File: config.mk
export PLATFORM = sky130hd
export DESIGN_NAME = uart_rx_frame_controller
export DESIGN_NICKNAME = d
export VERILOG_FILES = /design/src/rtl/uart_pkg.sv /design/src/rtl/uart_rx_fifo.sv /design/src/rtl/uart_rx_frame_controller.sv
export SDC_FILE = /design/constraint.sdc
export NUM_CORES = 1
export LEC_CHECK = 0
export ABC_AREA = 1
export CAP_MARGIN = 40
export CORE_MARGIN = 2
export CORE_UTILIZATION = 50
export DETAILED_ROUTE_END_ITERATION = 16
export PLACE_DENSITY = 0.85
export SYNTH_ARGS = -nofsm -noshare
export SYNTH_HDL_FRONTEND = slang
export SYNTH_SLANG_ARGS = --single-unit
File: constraint.sdc
create_clock -name clk -period 7.35 [get_ports clk]
set_clock_uncertainty 0.2 [all_clocks]
set_input_delay 1.47 -clock clk [delete_from_list [all_inputs] [get_ports clk]]
set_output_delay 1.47 -clock clk [all_outputs]
set_load 0.01 [all_outputs]
File: src/rtl/uart_pkg.sv
// Shared definitions for the UART receive path: frame FSM encoding and parity sense constants.
package uart_pkg;

  typedef enum logic [1:0] {
    ST_IDLE    = 2'd0,
    ST_RECEIVE = 2'd1,
    ST_CHECK   = 2'd2,
    ST_PUSH    = 2'd3
  } rx_ctrl_state_t;

  localparam bit PARITY_EVEN = 1'b0;
  localparam bit PARITY_ODD  = 1'b1;

endpackage

File: src/rtl/uart_rx_fifo.sv
// Synchronous FIFO with a registered head; a push while full is dropped even if a pop happens the same cycle.
// Head appears one cycle after the push into an empty FIFO; the next entry appears one cycle after a pop.
module uart_rx_fifo #(
  parameter int unsigned WIDTH = 8,
  parameter int unsigned DEPTH = 4
) (
  input  logic             clk,
  input  logic             reset,
  input  logic             push_vld_i,
  input  logic [WIDTH-1:0] push_dat_i,
  output logic             full_o,
  input  logic             pop_rdy_i,
  output logic             pop_vld_o,
  output logic [WIDTH-1:0] pop_dat_o
);

  localparam int unsigned AW = $clog2(DEPTH);

  logic [AW:0]      wr_q, wr_d, rd_q, rd_d;
  logic [WIDTH-1:0] mem_q [DEPTH];
  logic [WIDTH-1:0] head_q, head_d;
  logic             empty, wr_en, rd_en;

  assign full_o    = (wr_q[AW] != rd_q[AW]) && (wr_q[AW-1:0] == rd_q[AW-1:0]);
  assign empty     = (wr_q == rd_q);
  assign wr_en     = push_vld_i && !full_o;
  assign rd_en     = pop_rdy_i && !empty;
  assign wr_d      = wr_q + (AW+1)'(wr_en);
  assign rd_d      = rd_q + (AW+1)'(rd_en);
  assign pop_vld_o = !empty;
  assign pop_dat_o = head_q;

  // Bypass the write data when it lands in the slot that becomes the head.
  always_comb begin
    head_d = mem_q[rd_d[AW-1:0]];
    if (wr_en && (wr_q[AW-1:0] == rd_d[AW-1:0])) head_d = push_dat_i;
  end

  always_ff @(posedge clk) begin
    if (wr_en) mem_q[wr_q[AW-1:0]] <= push_dat_i;
  end

  always_ff @(posedge clk or negedge reset) begin
    if (!reset) begin
      wr_q   <= '0;
      rd_q   <= '0;
      head_q <= '0;
    end else begin
      wr_q   <= wr_d;
      rd_q   <= rd_d;
      head_q <= head_d;
    end
  end

endmodule

File: src/rtl/uart_rx_frame_controller.sv
// UART Rx frame sequencer: stop/parity checks, output FIFO, sticky overflow and saturating error counters.
// Parity checking exists only with RX_PARITY_CHECK_EN defined; entry reaches out_valid 3 cycles after data_is_valid.
module uart_rx_frame_controller #(
  parameter int unsigned DATA_WIDTH     = 8,
  parameter int unsigned FIFO_DEPTH     = 4,
  parameter bit          PARITY_ODD     = uart_pkg::PARITY_EVEN,
  parameter int unsigned TIMEOUT_CYCLES = 2048,
  parameter int unsigned ERR_CNT_WIDTH  = 8
) (
  input  logic                     clk,
  input  logic                     reset,
  input  logic                     rx_enable,
  input  logic                     data_is_available,
  input  logic                     data_is_valid,
  input  logic [DATA_WIDTH-1:0]    received_data,
  input  logic                     parity_bit,
  input  logic                     stop_bit,
  input  logic                     out_ready,
  input  logic                     clear_status,
  output logic                     out_valid,
  output logic [DATA_WIDTH-1:0]    out_data,
  output logic                     out_parity_err,
  output logic                     overflow,
  output logic [ERR_CNT_WIDTH-1:0] framing_err_count,
  output logic [ERR_CNT_WIDTH-1:0] parity_err_count,
  output logic                     busy
);

  import uart_pkg::*;

  localparam int unsigned TMO_W = (TIMEOUT_CYCLES > 1) ? $clog2(TIMEOUT_CYCLES) : 1;
  localparam logic [TMO_W-1:0] TMO_LAST = TMO_W'(TIMEOUT_CYCLES - 1);
`ifdef RX_PARITY_CHECK_EN
  localparam int unsigned FIFO_W = DATA_WIDTH + 1;
`else
  localparam int unsigned FIFO_W = DATA_WIDTH;
`endif

  rx_ctrl_state_t            state_q, state_d;
  logic [TMO_W-1:0]          tmo_q, tmo_d;
  logic                      avail_q, rise, cap, frm_inc, push;
  logic [DATA_WIDTH-1:0]     data_q;
  logic                      stop_q, overflow_q, fifo_full;
  logic [ERR_CNT_WIDTH-1:0]  frm_cnt_q;
  logic [FIFO_W-1:0]         push_dat, head_dat;

  assign rise = data_is_available && !avail_q;
  assign busy = (state_q != ST_IDLE);

  always_comb begin
    state_d = state_q;
    tmo_d   = tmo_q;
    cap     = 1'b0;
    frm_inc = 1'b0;
    push    = 1'b0;
    case (state_q)
      ST_IDLE: begin
        if (rise && rx_enable) begin
          state_d = ST_RECEIVE;
          tmo_d   = '0;
        end
      end
      ST_RECEIVE: begin
        if (data_is_valid) begin
          state_d = ST_CHECK;
          cap     = 1'b1;
        end else if (tmo_q == TMO_LAST) begin
          state_d = ST_IDLE;
          frm_inc = 1'b1;
        end else begin
          tmo_d = tmo_q + TMO_W'(1);
        end
      end
      ST_CHECK: begin
        if (!stop_q) begin
          state_d = ST_IDLE;
          frm_inc = 1'b1;
        end else begin
          state_d = ST_PUSH;
        end
      end
      ST_PUSH: begin
        state_d = ST_IDLE;
        push    = 1'b1;
      end
      default: state_d = ST_IDLE;
    endcase
  end

  always_ff @(posedge clk or negedge reset) begin
    if (!reset) begin
      state_q    <= ST_IDLE;
      tmo_q      <= '0;
      avail_q    <= 1'b0;
      data_q     <= '0;
      stop_q     <= 1'b0;
      overflow_q <= 1'b0;
      frm_cnt_q  <= '0;
    end else begin
      state_q <= state_d;
      tmo_q   <= tmo_d;
      avail_q <= data_is_available;
      if (cap) begin
        data_q <= received_data;
        stop_q <= stop_bit;
      end
      if (clear_status)            overflow_q <= 1'b0;
      else if (push && fifo_full)  overflow_q <= 1'b1;
      if (clear_status)                      frm_cnt_q <= '0;
      else if (frm_inc && (frm_cnt_q != '1)) frm_cnt_q <= frm_cnt_q + ERR_CNT_WIDTH'(1);
    end
  end

`ifdef RX_PARITY_CHECK_EN
  logic                     par_q, perr_flag;
  logic [ERR_CNT_WIDTH-1:0] par_cnt_q;

  // data_q/par_q stay stable through CHECK and PUSH, so the flag is recomputed rather than stored.
  assign perr_flag = ((^data_q) ^ par_q) != PARITY_ODD;

  always_ff @(posedge clk or negedge reset) begin
    if (!reset) begin
      par_q     <= 1'b0;
      par_cnt_q <= '0;
    end else begin
      if (cap) par_q <= parity_bit;
      if (clear_status)
        par_cnt_q <= '0;
      else if ((state_q == ST_CHECK) && stop_q && perr_flag && (par_cnt_q != '1))
        par_cnt_q <= par_cnt_q + ERR_CNT_WIDTH'(1);
    end
  end

  assign push_dat         = {perr_flag, data_q};
  assign out_data         = head_dat[DATA_WIDTH-1:0];
  assign out_parity_err   = head_dat[DATA_WIDTH];
  assign parity_err_count = par_cnt_q;
`else
  logic unused_parity;
  localparam bit UNUSED_PARITY_ODD = PARITY_ODD;
  assign unused_parity    = parity_bit ^ UNUSED_PARITY_ODD;
  assign push_dat         = data_q;
  assign out_data         = head_dat;
  assign out_parity_err   = 1'b0;
  assign parity_err_count = '0;
`endif

  uart_rx_fifo #(
    .WIDTH (FIFO_W),
    .DEPTH (FIFO_DEPTH)
  ) u_fifo (
    .clk        (clk),
    .reset      (reset),
    .push_vld_i (push),
    .push_dat_i (push_dat),
    .full_o     (fifo_full),
    .pop_rdy_i  (out_ready),
    .pop_vld_o  (out_valid),
    .pop_dat_o  (head_dat)
  );

  assign overflow          = overflow_q;
  assign framing_err_count = frm_cnt_q;

endmodule
=== After elaboration in Yosys (flattened, before gate mapping) ===
Memory sizes are Yosys's and may differ from the RTL's. A register that Yosys moved wholly into a read port is not among the register bits.
Cells that the tools add are included.

* Add/subtract/negate cells: 4
* Equality and inequality tests: 12
* Multiplexer cells: 22
* Reduce and logical (&&, ||, !) cells: 18

{| class="wikitable"
|+ Operator list
! kind !! count
|-
| two-way mux 11 bit || 3
|-
| one-hot mux 11 bit (2 select lines) || 1
|-
| two-way mux 8 bit || 2
|-
| adder 11 x 1 -> 11 bit (second input constant) || 1
|-
| == test 11 bit (second input constant) || 1
|-
| two-way mux 1 bit || 10
|-
| adder 8 x 1 -> 8 bit (second input constant) || 1
|-
| two-way mux 2 bit || 4
|-
| inequality test 8 bit (second input constant) || 1
|-
| one-hot mux 2 bit (4 select lines) || 1
|-
| nonzero test 2 bit || 4
|-
| logical AND 1 bit || 7
|-
| adder 3 x 1 -> 3 bit || 2
|-
| inequality test 2 bit (second input constant) || 3
|-
| == test 2 bit (second input constant) || 2
|-
| logical NOT 1 bit || 4
|-
| AND reduction 4 bit || 1
|-
| == test 3 bit || 1
|-
| inequality test 3 bit (second input constant) || 1
|-
| == test 2 x 1 -> 1 bit (second input constant) || 1
|-
| == test 2 bit || 1
|-
| logical NOT 2 bit || 1
|-
| one-hot mux 1 bit (2 select lines) || 1
|-
| AND reduction 2 bit || 1
|-
| inequality test 1 bit || 1
|}

* Register bits: 38
* Memory bits (writable): 32
* Input port bits: 17
* Memories kept: 1

{| class="wikitable"
|+ Memory list
! name !! words !! width !! read ports !! clocked after memory_dff !! write ports !! line !! text
|-
| u_fifo.mem_q || 4 || 8 || 1 || 1 || 1 || uart_rx_fifo.sv:20 || <nowiki>logic [WIDTH-1:0] mem_q [DEPTH];</nowiki>
|}

=== Depth between registers and ports, before layout ===
Gate-level depths: netlist (run 1).

* Depth in word-level cells: 7
* Depth in mapped cells: 12

=== Cells and area by module ===
From an unflattened synthesis (run 1), not the netlist that was laid out.

* Cells, all modules: 412
* Area total of the unflattened synthesis: 3,853.7 sq um

{| class="wikitable"
|+ Modules (own cells, without submodules)
! module !! instances !! cells each !! area each (sq um) !! sequential area each (sq um)
|-
| uart_rx_fifo || 1 || 201 || 2,021.9 || 1,311.3
|-
| uart_rx_frame_controller || 1 || 211 || 1,831.8 || 800.8
|}

=== Least setup slack after synthesis (run 1) ===
Ideal clock, no wire load.

* Kind: input-to-reg
* From: input port out_ready
* To: register u_fifo.head_q[0], in the netlist u_fifo.pop_dat_o[0] (read register of u_fifo.mem_q)
* Arrival time: 2.842 ns
* Required time: 7.033 ns
* Slack: 4.191 ns
* Stages: 10
* Path buffers: 1
* Path through: nand2_1 -> inv_1 -> ha_1 -> ha_1 -> buf_2 -> xor2_1 -> nor3_4 -> nand2_2 -> nand2_1 -> nand2_1

* Cells in the longest elaborated chain, start to end: 2

{| class="wikitable"
|+ Ends and longest elaborated chain
! item !! line !! text
|-
| start: declaration || uart_rx_frame_controller.sv:18 || <nowiki>input logic out_ready,</nowiki>
|-
| logical AND 1 bit || uart_rx_fifo.sv:27 || <nowiki>assign rd_en = pop_rdy_i && !empty;</nowiki>
|-
| adder 3 x 1 -> 3 bit || uart_rx_fifo.sv:29 || <nowiki>assign rd_d = rd_q + (AW+1)'(rd_en);</nowiki>
|-
| net u_fifo.rd_d[1] || uart_rx_fifo.sv:19 || <nowiki>logic [AW:0] wr_q, wr_d, rd_q, rd_d;</nowiki>
|-
| end: declaration || uart_rx_fifo.sv:21 || <nowiki>logic [WIDTH-1:0] head_q, head_d;</nowiki>
|}

The timed path passes the listed nets, and every way through them passes these cells.
A chain may end at the register's enable or synchronous reset.

=== Final worst setup path (run 1) ===
* From: input port out_ready
* To: register u_fifo.head_q[5], in the netlist u_fifo.pop_dat_o[5] (read register of u_fifo.mem_q)

The elaborated chain is that of the path after synthesis.

==> out/results.tsv, run 1 <==
stage	metric	value	unit
synthesis	synth_fa_ha_area_frac	0.03399	
synthesis	synth-simple-area-share	0.2237	
worst_setup_path	rrSetupSlack	4.35	ns
timing	setup_ws	3.630	ns
synthesis	synth_xor_area_frac	0.03331	
global_routing	antenna_found_initial	0	
synthesis	synth_top_family_by_area	simple AND/OR/NAND/NOR gates	
timing	fin_crit_sh	0.5061	
detailed_routing	drt-total-wl	7097	um
timing	final_hold_viol_count	0	
detailed_routing	met3_length	346	um
power	power.density	374.3	mW/mm^2
worst_setup_path	cp_common_cell	nand2_1	
clock_tree	clkSinkCount	78	
detailed_routing	met2WireLength	3650	um
worst_setup_path	r2r_start	u_fifo.wr_q[1]	
clock_tree	cts_hold_buffers	0	
detailed_routing	drt-wirelength-per-cell	14.14	um
floorplan	initial_core_util	0.5130	
layout	instances_no_fill	502	
floorplan	die-area	0.008064	sq mm
clock_tree	htree_num_levels	3	
floorplan	ios	45	
hold_path	hold-path-cell-count	1	
clock_tree	path_clk_slew	0.07	ns
hold_path	hp-class	reg2reg	
worst_setup_path	slowest_delay	0.64	ns
layout	layout-drive-gt1-share	0.09926	
synthesis	synth_edf_count	32	
synthesis	yosys_register_bits	78	
hold_path	hold_end	u_fifo.rd_q[2]	
floorplan	dieWidth	89.80	um
synthesis	synthCells	363	
layout	final_util	0.5920	
power	p_leak	1.783	nW
synthesis	synth.distinct_cells	37	
worst_setup_path	timing.rr.end	u_fifo.pop_dat_o[5]	
worst_setup_path	crit_chain	clkdlybuf4s50_1 -> nand2_1 -> inv_1 -> ha_1 -> ha_1 -> xor2_1 -> nor3_4 -> nand2_2 -> nand2_1 -> nand2_1	
power	pwr-share-seq	0.417	
worst_setup_path	path_max_fanout	18	
synthesis	synth_top_cell_by_area	dfrtp_1	
synthesis	syn_area_per_cell	10.14	sq um
place	dp_hpwl	4906	um
clock_tree	cts_tree	built	
timing	fin_crit	3.720	ns
clock_tree	clk_path_buf_depth	2	
timing	maxSlewViolCount	0	
clock_tree	numCtsBuffers	9	
detailed_routing	drt-met1-wl	2980	um
run_status	outcome	completed	
layout	fin_area	0.004248	sq mm
worst_setup_path	slowest_stage	ha_1	
clock_tree	clk_latency	0.35	ns
synthesis	synthArstFlopShare	0.5897	
worst_setup_path	end_kind	flip-flop	
power	p_sw_frac	0.3836	
layout	syn2layout_area_growth	15.40	%
synthesis	synthesis.area	0.003681	sq mm
power	p_int	980.0	uW
synthesis	yosysSeqAreaShare	0.5738	
synthesis	yosysWarnings	0	
synthesis	synth.area.mux_share	0.02447	
hold_path	hp-start	u_fifo.rd_q[2]	
timing	final-setup-viol-count	0	
place	placed_area	0.004066	sq mm
worst_setup_path	cp-startpoint	out_ready	
timing	worstMarginPinSlew	0.7518	ns
timing	slew_headroom	0.4969	
clock_tree	cts_root_buf	clkbuf_8	
layout	multi_input_area	0.001395	sq mm
power	power	1.590	mW
synthesis	synth_top_area_share	0.3127	
layout	final.fill_count	586	
power	combPwrFrac	0.390	
clock_tree	cts_setup_buffers	0	
place	port_buffers	34	
global_routing	overflow	0	
layout	fin_nets	425	
worst_setup_path	start_kind	primary input	
timing	rsz0062_at_grt	false	
detailed_routing	antenna_left	0	
clock_tree	ctsResizeCount	0	
worst_setup_path	crit_type	in2reg	
worst_setup_path	r2r_cells	11	
place	gp_congestion	0.7813	
layout	diodes	0	
worst_setup_path	critPathRequiredTime	7.39	ns
power	pwr-share-clk	0.192	
power	ir_worst_vdd	0.1605	mV
timing	whs	0.2930	ns
worst_setup_path	cp.buffers_inverters	2	
floorplan	core-area	0.007176	sq mm
floorplan	die_h	89.80	um
synthesis	synth_compound_area_frac	0.05438	
worst_setup_path	arrival	3.76	ns
global_routing	first_global_vias	2625	
detailed_routing	post-route-drc-count	0	
detailed_routing	drtIter0Drc	134	
floorplan	rows	31	
detailed_routing	first_pass_iters	4	
layout	regArea	0.002112	sq mm
detailed_routing	avgViaCountPerCell	5.285	
timing	fmax	268.8	MHz
timing	final.setup.tns	0	ns
job	drv_cap	0	
synthesis	ys_top_cells_by_area	dfrtp_1 (31%), edfxtp_1 (26%), nand2_1 (7.0%), nor2_1 (5.0%), nand3_1 (4.4%)	
detailed_routing	top_layer	met4	
global_routing	grt_pass1_wl	11950	um
place	place_ws	3.289	ns
synthesis	yosysMostFrequentCell	nand2_1	
global_routing	grt_max_degree	30	
synthesis	ys_top_cells_by_count	nand2_1 (69), nor2_1 (49), dfrtp_1 (46)	
place	place_inst	486	
worst_setup_path	critPathTopFamily	simple AND/OR/NAND/NOR gates	
synthesis	ys.flop_type	dfrtp_1	
detailed_routing	vias	2653	
power	p_sw	609.9	uW
global_routing	grt_use_total	0.1867	
-- cells by family (layout without fill, tap and decap cells) --
| group | count (synthesis) | count (layout) |
|---|---|---|
| AOI/OAI and AO/OA | 33 | 33 |
| xor gates and xnor gates | 14 | 14 |
| adders and majority gates | 10 | 10 |
| buffers and inverters | 40 | 72 |
| DFF | 78 | 78 |
| muxes | 8 | 8 |
| other | 1 | 9 |
| and+or+nand+nor | 179 | 179 |
-- power groups by stage --
stage | Combinational, mW | Clock [mW] | Sequential (mW)
global placement | 0.589 | 0 | 0.665
global route | 0.686 | 0.330 | 0.678
CTS | 0.623 | 0.309 | 0.664
detailed placement | 0.618 | 0 | 0.673
floorplan | 0.437 | 0 | 0.665
finish | 0.620 | 0.306 | 0.664
-- worst max path at each step --
| stage | end | slack [ns] | cells after the start |
|---|---|---|---|
| final | u_fifo.pop_dat_o[5] | 3.63 | 10 |
| after global routing | u_fifo.pop_dat_o[5] | 3.45 | 10 |
| after CTS | u_fifo.pop_dat_o[5] | 3.63 | 10 |
| after detailed placement | u_fifo.pop_dat_o[5] | 3.29 | 10 |
| after global placement | u_fifo.pop_dat_o[0] | 3.34 | 10 |
| after floorplan | u_fifo.pop_dat_o[0] | 4.19 | 10 |
-- final cells by class --
type,instances,share of cell area
flip-flops and latches,78,0.4972
multi-input cells,253,0.3284
repair buffers,35,0.08365
clock buffers,11,0.03093
well taps,99,0.02916
inverters,21,0.01885
clock inverters,5,0.01178
-- flip-flops by register name, indices dropped and copies added, names as in the netlist, 2 cells and up --
| register | flops |
|---|---|
| data_q | 8 |
| u_fifo.wr_q | 3 |
| framing_err_count | 8 |
| u_fifo.pop_dat_o | 8 |
| u_fifo.rd_q | 3 |
| tmo_q | 11 |
| u_fifo.mem_q | 32 |
| state_q | 2 |
-- placed cells by master, fill, tap and decap left out, drive strengths merged, types with 4 or more instances in the layout --
cell type	instances
inv	20
xor2	10
mux2	8
o21ai	14
nand4	8
conb	9
ha	10
nor3	5
edfxtp	32
nand2	73
nand3	34
xnor2	4
dfrtp	46
a21oi	8
clkbuf	11
o32ai	8
clkinv	4
nor2	54
clkdlybuf4s50	33
-- per-layer routing --
metal,GRT usage,up-vias
met5,0,-
met4,0.09103,0
met3,0.04023,8
met2,0.3169,83
met1,0.2273,1284
li1,-,1278
(Power assumes the default switching activity.)
==> run 2, diff against run 1 <==
--- a/config.mk
+++ b/config.mk
@@ -10,7 +10,7 @@
 export CORE_MARGIN = 2
 export CORE_UTILIZATION = 50
 export DETAILED_ROUTE_END_ITERATION = 16
-export PLACE_DENSITY = 0.85
+export PLACE_DENSITY = 0.88
 export SYNTH_ARGS = -nofsm -noshare
 export SYNTH_HDL_FRONTEND = slang
 export SYNTH_SLANG_ARGS = --single-unit
==> constraint.sdc (replaced) <==
create_clock -name clk -period 3.2 [get_ports clk]
set_clock_uncertainty 0.2 [all_clocks]
set_input_delay 0.64 -clock clk [delete_from_list [all_inputs] [get_ports clk]]
set_output_delay 0.64 -clock clk [all_outputs]
set_load 0.01 [all_outputs]
==> run 2 against run 1 <==
Register-to-register slack worse by 3.5 ns. Sequential power is 130% higher. Highest routed layer unchanged. Sequential cell count stayed put. Die area stayed put. First-iteration DRC count is 7.5% lower. Largest cell class unchanged.
==> out/results.tsv, run 2 (synthesis gave the netlist of run 1 again) <==
stage	metric	value	unit
global_routing	first_global_vias	2611	
clock_tree	cts_tree	built	
global_routing	grt_max_degree	25	
global_routing	met3_usage	0.03521	
global_routing	grt_use_total	0.1824	
clock_tree	htree_num_levels	3	
worst_setup_path	rrSetupSlack	0.84	ns
job	drv_cap	0	
power	power.density	866.1	mW/mm^2
global_routing	overflow	0	
layout	largest_reg_flops	32	
floorplan	ios	45	
worst_setup_path	r2r_cells	10	
run_status	outcome	completed	
layout	final_util	0.5990	
layout	regArea	0.002112	sq mm
floorplan	die-area	0.008064	sq mm
clock_tree	cts_root_buf	clkbuf_8	
layout	final.fill_count	566	
place	port_buffers	34	
worst_setup_path	start_kind	flip-flop	
timing	maxSlewViolCount	0	
global_routing	grtUsageMet2	0.3119	
worst_setup_path	critPathRequiredTime	2.36	ns
clock_tree	path_clk_slew	0.08	ns
layout	diodes	0	
detailed_routing	first_pass_iters	4	
power	p_leak	1.819	nW
power	ir_worst_vdd	0.2983	mV
worst_setup_path	timing.rr.end	u_fifo.pop_dat_o[7]	
worst_setup_path	r2r_start	u_fifo.wr_q[0]	
power	pwr-share-seq	0.410	
clock_tree	cts_hold_buffers	0	
detailed_routing	avgViaCountPerCell	5.191	
floorplan	initial_core_util	0.5130	
detailed_routing	drtIter0Drc	124	
worst_setup_path	cp-startpoint	state_q[0]	
timing	fin_crit_sh	0.8169	
detailed_routing	drt-total-wl	7066	um
place	gp_congestion	0.7852	
timing	setup_ws	0.5860	ns
detailed_routing	antenna_left	0	
timing	fmax	382.6	MHz
layout	fin_nets	431	
clock_tree	cts_setup_buffers	0	
worst_setup_path	path_max_fanout	4	
detailed_routing	post-route-drc-count	0	
floorplan	dieWidth	89.80	um
floorplan	rows	31	
power	p_sw_frac	0.3830	
clock_tree	ctsResizeCount	0	
place	dp_hpwl	4872	um
layout	layout-drive-gt1-share	0.1149	
timing	rsz0062_at_grt	false	
power	combPwrFrac	0.409	
worst_setup_path	crit_type	reg2out	
floorplan	core-area	0.007176	sq mm
timing	slew_headroom	0.4905	
timing	final_hold_viol_count	0	
detailed_routing	drt-wirelength-per-cell	13.91	um
timing	fin_crit	2.614	ns
clock_tree	clk_latency	0.34	ns
timing	worstMarginPinSlew	0.7614	ns
power	pwr-share-clk	0.181	
power	p_sw	1.426	mW
clock_tree	clk_path_buf_depth	2	
floorplan	die_h	89.80	um
global_routing	grt_busiest_layer	met2	
timing	final.setup.tns	0	ns
worst_setup_path	end_kind	primary output	
layout	multi_input_area	0.001395	sq mm
timing	final-setup-viol-count	0	
power	p_int	2.296	mW
clock_tree	numCtsBuffers	9	
layout	layout_common_cells	nand2_1 (69), nor2_1 (49), dfrtp_1 (46), clkdlybuf4s50_1 (33)	
place	place_ws	0.5867	ns
clock_tree	clkSinkCount	78	
global_routing	grt_pass1_wl	11770	um
layout	syn2layout_area_growth	16.76	%
global_routing	antenna_found_initial	0	
layout	final_common_cell	nand2_1	
global_routing	grt_use_met1	0.2266	
detailed_routing	vias	2637	
hold_path	hp-class	in2async	
worst_setup_path	arrival	1.77	ns
-- run 2: final cells by class --
type	count	share of cell area
clock buffers	13	0.03726
clock inverters	3	0.004367
inverters	21	0.01863
multi-input cells	253	0.3246
flip-flops and latches	78	0.4914
well taps	99	0.02882
repair buffers	41	0.09491
-- run 2: critical path, stage by stage (launching register included) --
cell and delay (ns):
dfrtp_1 0.41, inv_1 0.08, ha_1 0.25, inv_1 0.14, clkdlybuf4s50_1 0.56
-- run 2: how the worst max path moves through the flow --
stage,cells after the start,endpoint
floorplan,12,u_fifo.pop_dat_o[0]
global placement,10,u_fifo.pop_dat_o[1]
detailed placement,10,u_fifo.pop_dat_o[1]
CTS,4,busy
global route,4,busy
finish,4,busy
-- run 2: per-layer routing --
layer / part of all wire / up-vias
li1: - / 1294
met1: 0.41 / 1259
met2: 0.52 / 75
met3: 0.051 / 9
met4: 0.013 / 0
met5: 0 / -
-- run 2: power by group through the flow --
stage / registers (mW) / logic [mW] / clock network (mW)
2_1_floorplan: 1.53 / 1.00 / 0
3_3_place_gp: 1.53 / 1.44 / 0
3_5_place_dp: 1.55 / 1.51 / 0
4_1_cts: 1.53 / 1.51 / 0.687
5_1_grt: 1.56 / 1.67 / 0.726
6_report: 1.53 / 1.52 / 0.672
-- run 2: through the flow --
step	hold WS (ns)	cell area, sq um	power [mW]	cells
2_1_floorplan	0.1444	3711	2.531	371
3_3_place_gp	0.2723	4091	2.966	491
6_report	0.07783	4298	3.722	508
3_5_place_dp	0.2857	4119	3.056	492
5_1_grt	0.1173	4298	3.958	508
4_1_cts	0.08922	4298	3.728	508
